File: src/rtl/dma_pkg.sv
// Shared types and default sizes for the DMA copy engine.
// ABORT exists only when DMA_TIMEOUT_EN is defined.
package dma_pkg;

  localparam int unsigned ADDR_W_DEF  = 48;
  localparam int unsigned DATA_W_DEF  = 64;
  localparam int unsigned LEN_W_DEF   = 16;
  localparam int unsigned TIMEOUT_DEF = 64;

  typedef enum logic [2:0] {
    IDLE,
    RD_REQ,
    RD_WAIT,
    WR_REQ,
`ifdef DMA_TIMEOUT_EN
    FINISH,
    ABORT
`else
    FINISH
`endif
  } state_e;

endpackage

File: src/rtl/dma_watchdog.sv
// Read-data watchdog: counts cycles spent in RD_WAIT and flags expiry.
// Compiled only when DMA_TIMEOUT_EN is defined.
`ifdef DMA_TIMEOUT_EN
module dma_watchdog #(
  parameter int unsigned TIMEOUT = 64
) (
  input  logic clk,
  input  logic rst,
  input  logic load,
  input  logic active,
  input  logic mem_valid,
  output logic expired
);

  localparam int unsigned CW = $clog2(TIMEOUT + 1);

  logic [CW-1:0] cnt_q, cnt_d;

  always_comb begin
    cnt_d = cnt_q;
    if (load) cnt_d = '0;
    else if (active) cnt_d = mem_valid ? '0 : cnt_q + CW'(1);
  end

  // Fires on the last waiting cycle so the abort lands TIMEOUT cycles after entry.
  assign expired = active && !mem_valid && (cnt_q == CW'(TIMEOUT - 1));

  always_ff @(posedge clk or posedge rst) begin
    if (rst) cnt_q <= '0;
    else     cnt_q <= cnt_d;
  end

endmodule
`endif

File: src/rtl/dma_copy_engine.sv
// Word-by-word memory-to-memory copy initiator: read, wait for data, write.
// Define DMA_TIMEOUT_EN to add the read-data watchdog and the err/ABORT path.
module dma_copy_engine
  import dma_pkg::*;
#(
  parameter int unsigned ADDR_W  = ADDR_W_DEF,
  parameter int unsigned DATA_W  = DATA_W_DEF,
  parameter int unsigned LEN_W   = LEN_W_DEF,
  parameter int unsigned TIMEOUT = TIMEOUT_DEF
) (
  input  logic              clk,
  input  logic              rst,
  input  logic              cmd_valid,
  output logic              cmd_ready,
  input  logic [ADDR_W-1:0] cmd_src,
  input  logic [ADDR_W-1:0] cmd_dst,
  input  logic [LEN_W-1:0]  cmd_len,
  output logic              mem_req,
  output logic              mem_we,
  output logic [ADDR_W-1:0] mem_addr,
  output logic [DATA_W-1:0] mem_wdata,
  input  logic              mem_valid,
  input  logic [DATA_W-1:0] mem_rdata,
  output logic              busy,
  output logic              done,
  output logic              err
);

  state_e            state_q, state_d;
  logic [ADDR_W-1:0] src_q, src_d, dst_q, dst_d;
  logic [LEN_W-1:0]  rem_q, rem_d;
  logic [DATA_W-1:0] data_q, data_d;
  logic              wd_expired;

  logic              cmd_ready_q, cmd_ready_d, busy_q, busy_d;
  logic              done_q, done_d, err_q, err_d;
  logic              mem_req_q, mem_req_d, mem_we_q, mem_we_d;
  logic [ADDR_W-1:0] mem_addr_q, mem_addr_d;
  logic [DATA_W-1:0] mem_wdata_q, mem_wdata_d;

`ifdef DMA_TIMEOUT_EN
  dma_watchdog #(.TIMEOUT(TIMEOUT)) u_wd (
    .clk       (clk),
    .rst       (rst),
    .load      (state_d == RD_WAIT && state_q != RD_WAIT),
    .active    (state_q == RD_WAIT),
    .mem_valid (mem_valid),
    .expired   (wd_expired)
  );
`else
  assign wd_expired = 1'b0;
`endif

  always_comb begin
    state_d = state_q;
    src_d   = src_q;
    dst_d   = dst_q;
    rem_d   = rem_q;
    data_d  = data_q;
    case (state_q)
      IDLE: if (cmd_valid) begin
        src_d   = cmd_src;
        dst_d   = cmd_dst;
        rem_d   = cmd_len;
        state_d = (cmd_len == '0) ? FINISH : RD_REQ;
      end
      RD_REQ:  state_d = RD_WAIT;
      RD_WAIT: begin
        if (mem_valid) begin
          data_d  = mem_rdata;
          state_d = WR_REQ;
        end
`ifdef DMA_TIMEOUT_EN
        else if (wd_expired) state_d = ABORT;
`endif
      end
      WR_REQ: begin
        src_d   = src_q + ADDR_W'(1);
        dst_d   = dst_q + ADDR_W'(1);
        rem_d   = rem_q - LEN_W'(1);
        state_d = (rem_q == LEN_W'(1)) ? FINISH : RD_REQ;
      end
      default: state_d = IDLE;
    endcase
  end

  // Outputs are decoded from the next state so they are registered yet
  // line up with the state they describe.
  always_comb begin
    cmd_ready_d = (state_d == IDLE);
    busy_d      = (state_d != IDLE);
    done_d      = (state_d == FINISH);
`ifdef DMA_TIMEOUT_EN
    err_d       = (state_d == ABORT);
`else
    err_d       = 1'b0;
`endif
    mem_req_d   = (state_d == RD_REQ) || (state_d == WR_REQ);
    mem_we_d    = (state_d == WR_REQ);
    mem_addr_d  = mem_addr_q;
    mem_wdata_d = mem_wdata_q;
    if (state_d == RD_REQ) mem_addr_d = src_d;
    if (state_d == WR_REQ) begin
      mem_addr_d  = dst_d;
      mem_wdata_d = data_d;
    end
  end

  always_ff @(posedge clk or posedge rst) begin
    if (rst) begin
      state_q     <= IDLE;
      src_q       <= '0;
      dst_q       <= '0;
      rem_q       <= '0;
      data_q      <= '0;
      cmd_ready_q <= 1'b1;
      busy_q      <= 1'b0;
      done_q      <= 1'b0;
      err_q       <= 1'b0;
      mem_req_q   <= 1'b0;
      mem_we_q    <= 1'b0;
      mem_addr_q  <= '0;
      mem_wdata_q <= '0;
    end else begin
      state_q     <= state_d;
      src_q       <= src_d;
      dst_q       <= dst_d;
      rem_q       <= rem_d;
      data_q      <= data_d;
      cmd_ready_q <= cmd_ready_d;
      busy_q      <= busy_d;
      done_q      <= done_d;
      err_q       <= err_d;
      mem_req_q   <= mem_req_d;
      mem_we_q    <= mem_we_d;
      mem_addr_q  <= mem_addr_d;
      mem_wdata_q <= mem_wdata_d;
    end
  end

  assign cmd_ready = cmd_ready_q;
  assign busy      = busy_q;
  assign done      = done_q;
  assign err       = err_q;
  assign mem_req   = mem_req_q;
  assign mem_we    = mem_we_q;
  assign mem_addr  = mem_addr_q;
  assign mem_wdata = mem_wdata_q;

endmodule

File: config.mk
export PLATFORM = sky130hd
export DESIGN_NAME = dma_copy_engine
export DESIGN_NICKNAME = d
export VERILOG_FILES = /design/src/rtl/dma_pkg.sv /design/src/rtl/dma_watchdog.sv /design/src/rtl/dma_copy_engine.sv
export SDC_FILE = /design/constraint.sdc
export NUM_CORES = 1
export LEC_CHECK = 0
export BUFFER_PORTS_ARGS = -buffer_cell sky130_fd_sc_hd__buf_2
export CAP_MARGIN = 0
export CELL_PAD_IN_SITES_DETAIL_PLACEMENT = 1
export CELL_PAD_IN_SITES_GLOBAL_PLACEMENT = 1
export CORE_MARGIN = 2
export CORE_UTILIZATION = 41
export CTS_BUF_LIST = sky130_fd_sc_hd__clkbuf_4
export DETAILED_ROUTE_END_ITERATION = 7
export GPL_TIMING_DRIVEN = 1
export PLACE_DENSITY = 0.88
export SLEW_MARGIN = 20
export SYNTH_ARGS = -nofsm -noshare
export SYNTH_HDL_FRONTEND = slang
export SYNTH_HIERARCHICAL = 1
export SYNTH_SLANG_ARGS = --single-unit
File: constraint.sdc
create_clock -name clk -period 10.76 [get_ports clk]
set_input_delay 1.614 -clock clk [delete_from_list [all_inputs] [get_ports clk]]
set_output_delay 1.614 -clock clk [all_outputs]
set_load 0.03 [all_outputs]
==> metrics.csv, run 1 <==
metric,value,unit
Die Height,171.8,um
Synth area leaders,"dfrtp_1 50%, nand2_1 11%, a22oi_1 3.0%",
CTS Sinks,232,
routed length on met2,20630,um
Post-layout nets,1776,
mean area per synthesized cell,8.911,um^2
number of vias per cell,5.915,
routability congestion estimate,0.9019,
number of top-level pins,298,
Clock transition at path regs,0.07,ns
Worst Skew,0.06975,ns
cell type contributing the most total cell area after synthesis,dfrtp_1,
clock tree from TritonCTS,done,
number of inserted filler cells in the final layout,3416,
Pins Over Slew Limit,0,
met3 WL post-DR,4096,um
"Clk Latency, worst-skew pair",0.74,ns
Die Footprint,29500,um^2
final critical path time including I/O delays and setup,3.944,ns
number of flops mapped to enable cells by yosys,0,
smallest setup slack after layout,6.816,ns
max layer used,met5,
setup_tns,0,ns
worst endpoint required time,11.31,ns
growth of design area from synthesis to finish,22.34,%
Pre-antenna DRT Iters,5,
unrepaired setup endpoints after global routing,no,
number of placed instances with taps included,1906,
sum of overflow across all layers after global routing,0,
Max-Cap Viols,0,
share of Yosys cell area claimed by the top area cell type,0.5009,
slew at the pin closest to its max-slew limit,1.067,ns
synthesized area,11540,um^2
number of vias in the routed layout,11930,
fraction of layout instances using a drive strength above 1,0.2656,
relative slew slack,0.2858,
primary flip-flop cell chosen by synthesis mapping,dfrtp_1,
post-detailed-routing wire length,43760,um
number of hold-slack violations in the final timing report,0,
vias in the first global route,12370,
data arrival time of the critical path,4.49,ns
Clock Path Buffers,3,
Post-CTS Setup Inserts,0,
status,completed,
gr usage total,0.2945,
Num CTS Buffers,61,
startpoint type of the worst setup path,input pin,
Max Fclk,253.5,MHz
core area,27780,um^2
post-detailed-route wirelength per cell,21.70,um
worst setup path class,input pin to register,
Syn Inst Count,1295,
CP Capture Type,register,
number of antenna violations at the first check in global routing,7,
port buffer count,296,
detailed router's first-iteration violation count,950,
Yosys Warn Count,6,
starting density of the core,0.4154,
leakage power summed over all cells,6.669,nW
share of the cycle needed by the critical path after routing,0.3666,
worst slack after detailed placement,6.184,ns
Met1 Routed Length,17630,um
Peak VDD IR,158.1,uV
global-route wire length before repair,67940,um
number of H-tree levels,2,
Placement Rows,61,
HPWL after detailed placement,30550,um
flip-flop and latch count after synthesis,232,
Antenna Nets Post-Route,0,
die extent in x,171.8,um
CTS root buffer,clkbuf_4,
final setup violation count,0,
count of different cell masters after synthesis,68,
cts-stage hold buffer count,0,
portion of the post-synthesis area used by sequential elements,0.5032,
total nets after synthesis,1479,
proportion of register bits with asynchronous set or reset after synthesis,1.000,
crit-path max FO,41,
count of non-filler cells in the finished layout,2017,
Post-route DRC,0,
power after layout,4.615,mW
type of the most critical hold path,register to register,
number of resized instances in the post-cts repair step,0,
power density of the placed cells,326.9,nW/um^2
maximum number of pins on one net before global-route repair,94,
synth_stat cells (all sizes together) (14+ instances only):
master,instances
nand2,352
dfrtp,231
o21ai,79
nor2,72
nand3,66
clkbuf,60
a22oi,46
a221o,34
nor3,30
o311ai,28
nand4,27
a21oi,25
o211ai,23
nor4,22
inv,21
and3,20
buf,18
a31oi,14
through the flow:
step	hold WS, ns	util	area, um^2
floorplan	0.4711	-	11540
global placement	0.4521	0.4795	13320
detailed placement	0.4573	0.4795	13320
CTS	0.4775	0.5070	14080
global route	0.4948	0.5079	14110
finish	0.4709	0.5082	14120
layer usage:
layer | up-vias | track usage
met5 | - | 0
met4 | 4 | 0.1118
met3 | 103 | 0.08053
met2 | 587 | 0.4751
met1 | 5926 | 0.3785
li1 | 5310 | -
critical path: stages:
cell,delay (ns)
buf_2,0.12
nor4_1,0.47
nand4_1,0.31
nand2_1,0.19
nand2_1,0.06
buf_4,0.27
nor2_2,0.60
buf_4,0.39
inv_2,0.17
o22ai_1,0.18
a21oi_1,0.09
area by class of cell:
| cell class | count | area (um^2) | area share |
|---|---|---|---|
| timing repair buffer | 312 | 1614 | 0.1143 |
| inverter | 21 | 86.33 | 0.006115 |
| clock inverter | 22 | 140.1 | 0.009926 |
| antenna | 5 | 12.51 | 0.0008863 |
| multi-input combinational | 964 | 5361 | 0.3798 |
| tap | 378 | 473.0 | 0.03350 |
| sequential | 232 | 5807 | 0.4113 |
| clock buffer | 83 | 623.1 | 0.04414 |
power breakdown:
part           total [mW]  internal [mW]  switching, mW
Clock               0.787          0.403          0.384
Combinational        2.14          0.656           1.48
Sequential           1.69           1.28          0.406
layout by cell type (no fill, tap or decap), types with 20 or more instances in the layout:
| master | instances |
|---|---|
| o311ai_0 | 27 |
| a22oi_1 | 46 |
| nor4_1 | 20 |
| clkbuf_4 | 83 |
| nor3_1 | 26 |
| o211ai_1 | 23 |
| nor2_1 | 70 |
| nand4_1 | 26 |
| o21ai_0 | 69 |
| a221o_1 | 34 |
| nand2_1 | 351 |
| nand3_1 | 62 |
| dfrtp_1 | 231 |
| a21oi_1 | 25 |
| and3_1 | 20 |
| buf_2 | 296 |
state kept, by name, summed over array words and instances (netlist names):
signal and flops:
mem_we 1, src_q 48, done 1, mem_req 1
rem_q 16, state_q 3, mem_wdata 64, busy 1
dst_q 48, mem_addr 48, cmd_ready 1
logic make-up after synthesis:
kind of cell | share of synthesized area
compound gates | 0.1836
other cells | 0.0003250
flops | 0.5032
xor+xnor | 0.01973
buf+inv | 0.03361
fa+ha+maj | 0.004337
simple gates | 0.2535
mux | 0.001735
path summary, 6_finish.rpt:
| check | cells past startpoint | slack (ns) | to | from |
|---|---|---|---|---|
| min in group asynchronous | 2 | 1.03 | mem_wdata[38]$_DFFE_PP0N_ | rst |
| worst max-delay path | 11 | 6.82 | mem_addr[8]$_DFFE_PP0P_ | cmd_len[12] |
| worst max register to register | 10 | 7.10 | mem_addr[8]$_DFFE_PP0P_ | rem_q[10]$_DFFE_PP0P_ |
| worst min register to register | 2 | 0.47 | mem_wdata[53]$_DFFE_PP0N_ | mem_wdata[53]$_DFFE_PP0N_ |
| worst min-delay path | 2 | 0.47 | mem_wdata[53]$_DFFE_PP0N_ | mem_wdata[53]$_DFFE_PP0N_ |
| max in group asynchronous | 3 | 8.37 | rem_q[2]$_DFFE_PP0P_ | rst |
Power figures use the tool's default switching activity.
==> run 2: changes to the inputs <==
==> constraint.sdc (replaced) <==
create_clock -name clk -period 4.1 [get_ports clk]
set_input_delay 0.615 -clock clk [delete_from_list [all_inputs] [get_ports clk]]
set_output_delay 0.615 -clock clk [all_outputs]
set_load 0.03 [all_outputs]
==> run 2 against run 1 <==
  * Utilization up 0.52 points
  * Critical path depth decreased by 3
  * Clock power rose to 2.8 times the previous value
  * Register-to-register slack lost 6.0 ns
  * Total power grew to 2.7 times the previous value
  * Combinational power grew to 2.7 times the previous value
  * Sequential power grew to 2.6 times the previous value
  * Sequential share of layout area decreased by 0.42 points
  * Worst setup slack lost 5.7 ns
  * Cell area is 1.0% higher
  * Hold slack got worse by 0.43 ns
  * Wire length is 0.14% higher
  * Largest cell class unchanged
==> metrics.csv, run 2 (same netlist as run 1, synthesis figures left out) <==
metric,value,unit
status,completed,
Clock Path Buffers,3,
Max-Cap Viols,0,
"most common cell after layout, fill and taps aside",nand2_1,
share of the cycle needed by the critical path after routing,0.7234,
startpoint type of the worst setup path,register,
critical path's largest stage delay,0.86,ns
clock tree from TritonCTS,done,
post-detailed-routing wire length,43820,um
unrepaired setup endpoints after global routing,no,
power density of the placed cells,863.6,nW/um^2
growth of design area from synthesis to finish,23.58,%
FF-to-FF path depth,8,
Worst R2R Start,src_q[0]$_DFF_PP0_,
CP startpoint,src_q[0]$_DFF_PP0_,
final critical path time including I/O delays and setup,2.966,ns
"Clk Latency, worst-skew pair",0.70,ns
Die Footprint,29500,um^2
number of hold-slack violations in the final timing report,0,
gr usage total,0.2946,
Placement Rows,61,
type of the most critical hold path,input pin to asynchronous set/reset pin,
kind of cell with the highest combined delay on the critical path,compound AO/OA/AOI/OAI gates,
Post-layout nets,1793,
port buffer count,296,
Peak VDD IR,417.2,uV
crit-path max FO,9,
"commonest cells after routing, fill and taps aside","351 x nand2_1, 296 x buf_2, 231 x dfrtp_1",
Worst Hold Slack,0.04110,ns
total number of cells along the worst setup path,8,
Worst Skew,0.06095,ns
sum of overflow across all layers after global routing,0,
worst endpoint required time,4.67,ns
vias in the first global route,12410,
Num CTS Buffers,69,
number of top-level pins,298,
data arrival time of the critical path,3.54,ns
die extent in x,171.8,um
CTS Sinks,232,
cts-stage hold buffer count,0,
HPWL after detailed placement,30990,um
final setup violation count,0,
Pins Over Slew Limit,0,
number of antenna violations at the first check in global routing,3,
Die Height,171.8,um
CP Capture Type,register,
Clock transition at path regs,0.07,ns
number of H-tree levels,3,
cell with the most instances on the worst path,nand2_1,
terminus of the critical flop-to-flop path,mem_addr[20]$_DFFE_PP0P_,
routability congestion estimate,0.9216,
"Buf+Inv Stages, Crit Path",1,
detailed router's first-iteration violation count,1160,
setup_tns,0,ns
Max Fclk,337.2,MHz
Pre-antenna DRT Iters,5,
relative slew slack,0.2934,
Antenna Nets Post-Route,0,
"reg-to-reg slack, setup",1.13,ns
instance area at placement,13430,um^2
fraction of layout instances using a drive strength above 1,0.2752,
global-route wire length before repair,67430,um
number of vias in the routed layout,11980,
slew at the pin closest to its max-slew limit,1.056,ns
CTS root buffer,clkbuf_4,
critical path capture point,mem_addr[20]$_DFFE_PP0P_,
worst path cell trace,"ha_1, nand3_2, nor4_4, buf_4, nand2_1, o311ai_0, a22oi_1, nand2_1",
leakage power summed over all cells,6.758,nW
number of resized instances in the post-cts repair step,0,
number of flip-flops under the largest register name,64,
post-detailed-route wirelength per cell,21.59,um
core area,27780,um^2
worst setup path class,register to register,
maximum number of pins on one net before global-route repair,94,
starting density of the core,0.4154,
Post-route DRC,0,
cell area after layout,14260,um^2
number of vias per cell,5.902,
Critical-path top delay cell,o311ai_0,
Post-CTS Setup Inserts,0,
number of inserted filler cells in the final layout,3422,
==> run 2: power by group <==
| group | internal (mW) | total (mW) | switching [mW] | leakage (nW) |
|---|---|---|---|---|
| Combinational | 1.76 | 5.69 | 3.93 | 3.38 |
| Clock | 1.17 | 2.22 | 1.05 | 0.498 |
| Sequential | 3.36 | 4.40 | 1.04 | 2.88 |
==> run 2: stage by stage <==
step	cells	util	power, mW	setup WS [ns]
5_1_grt	2029	0.5132	13.08	0.9888
2_1_floorplan	1295	-	7.909	0.4499
3_3_place_gp	1916	0.4834	9.687	1.194
6_report	2030	0.5133	12.32	1.134
3_5_place_dp	1916	0.4834	9.984	1.157
4_1_cts	2028	0.5132	12.29	1.157
==> run 2: worst min path at each step <==
| stage | startpoint | to | slack, ns | cells past startpoint |
|---|---|---|---|---|
| after floorplan | dst_q[31]$_DFF_PP0_ | dst_q[31]$_DFF_PP0_ | 0.47 | 2 |
| after global placement | mem_wdata[28]$_DFFE_PP0N_ | mem_wdata[28]$_DFFE_PP0N_ | 0.45 | 2 |
| after detailed placement | mem_wdata[12]$_DFFE_PP0N_ | mem_wdata[12]$_DFFE_PP0N_ | 0.46 | 2 |
| after CTS | rst | src_q[9]$_DFF_PP0_ | 0.005 | 2 |
| after global routing | rst | src_q[3]$_DFF_PP0_ | 0.03 | 2 |
| final | rst | src_q[3]$_DFF_PP0_ | 0.04 | 2 |
==> run 2: final cells by class <==
type                       count  area (um^2)  area share
antenna                        2        5.005   0.0003509
clock buffer                  93        698.2     0.04896
clock inverter                19        127.6    0.008949
inverter                      21        82.58    0.005790
multi-input combinational    964         5361      0.3759
sequential                   232         5807      0.4072
tap                          378        473.0     0.03316
timing repair buffer         321         1707      0.1197
==> run 2: routing by layer <==
layer	GRT usage	vias to the layer above	wire, um
met1	0.3848	5900	18020
met4	0.1293	2	1624
met5	0	-	16
met2	0.4638	636	20190
li1	-	5337	-
met3	0.07501	106	3972
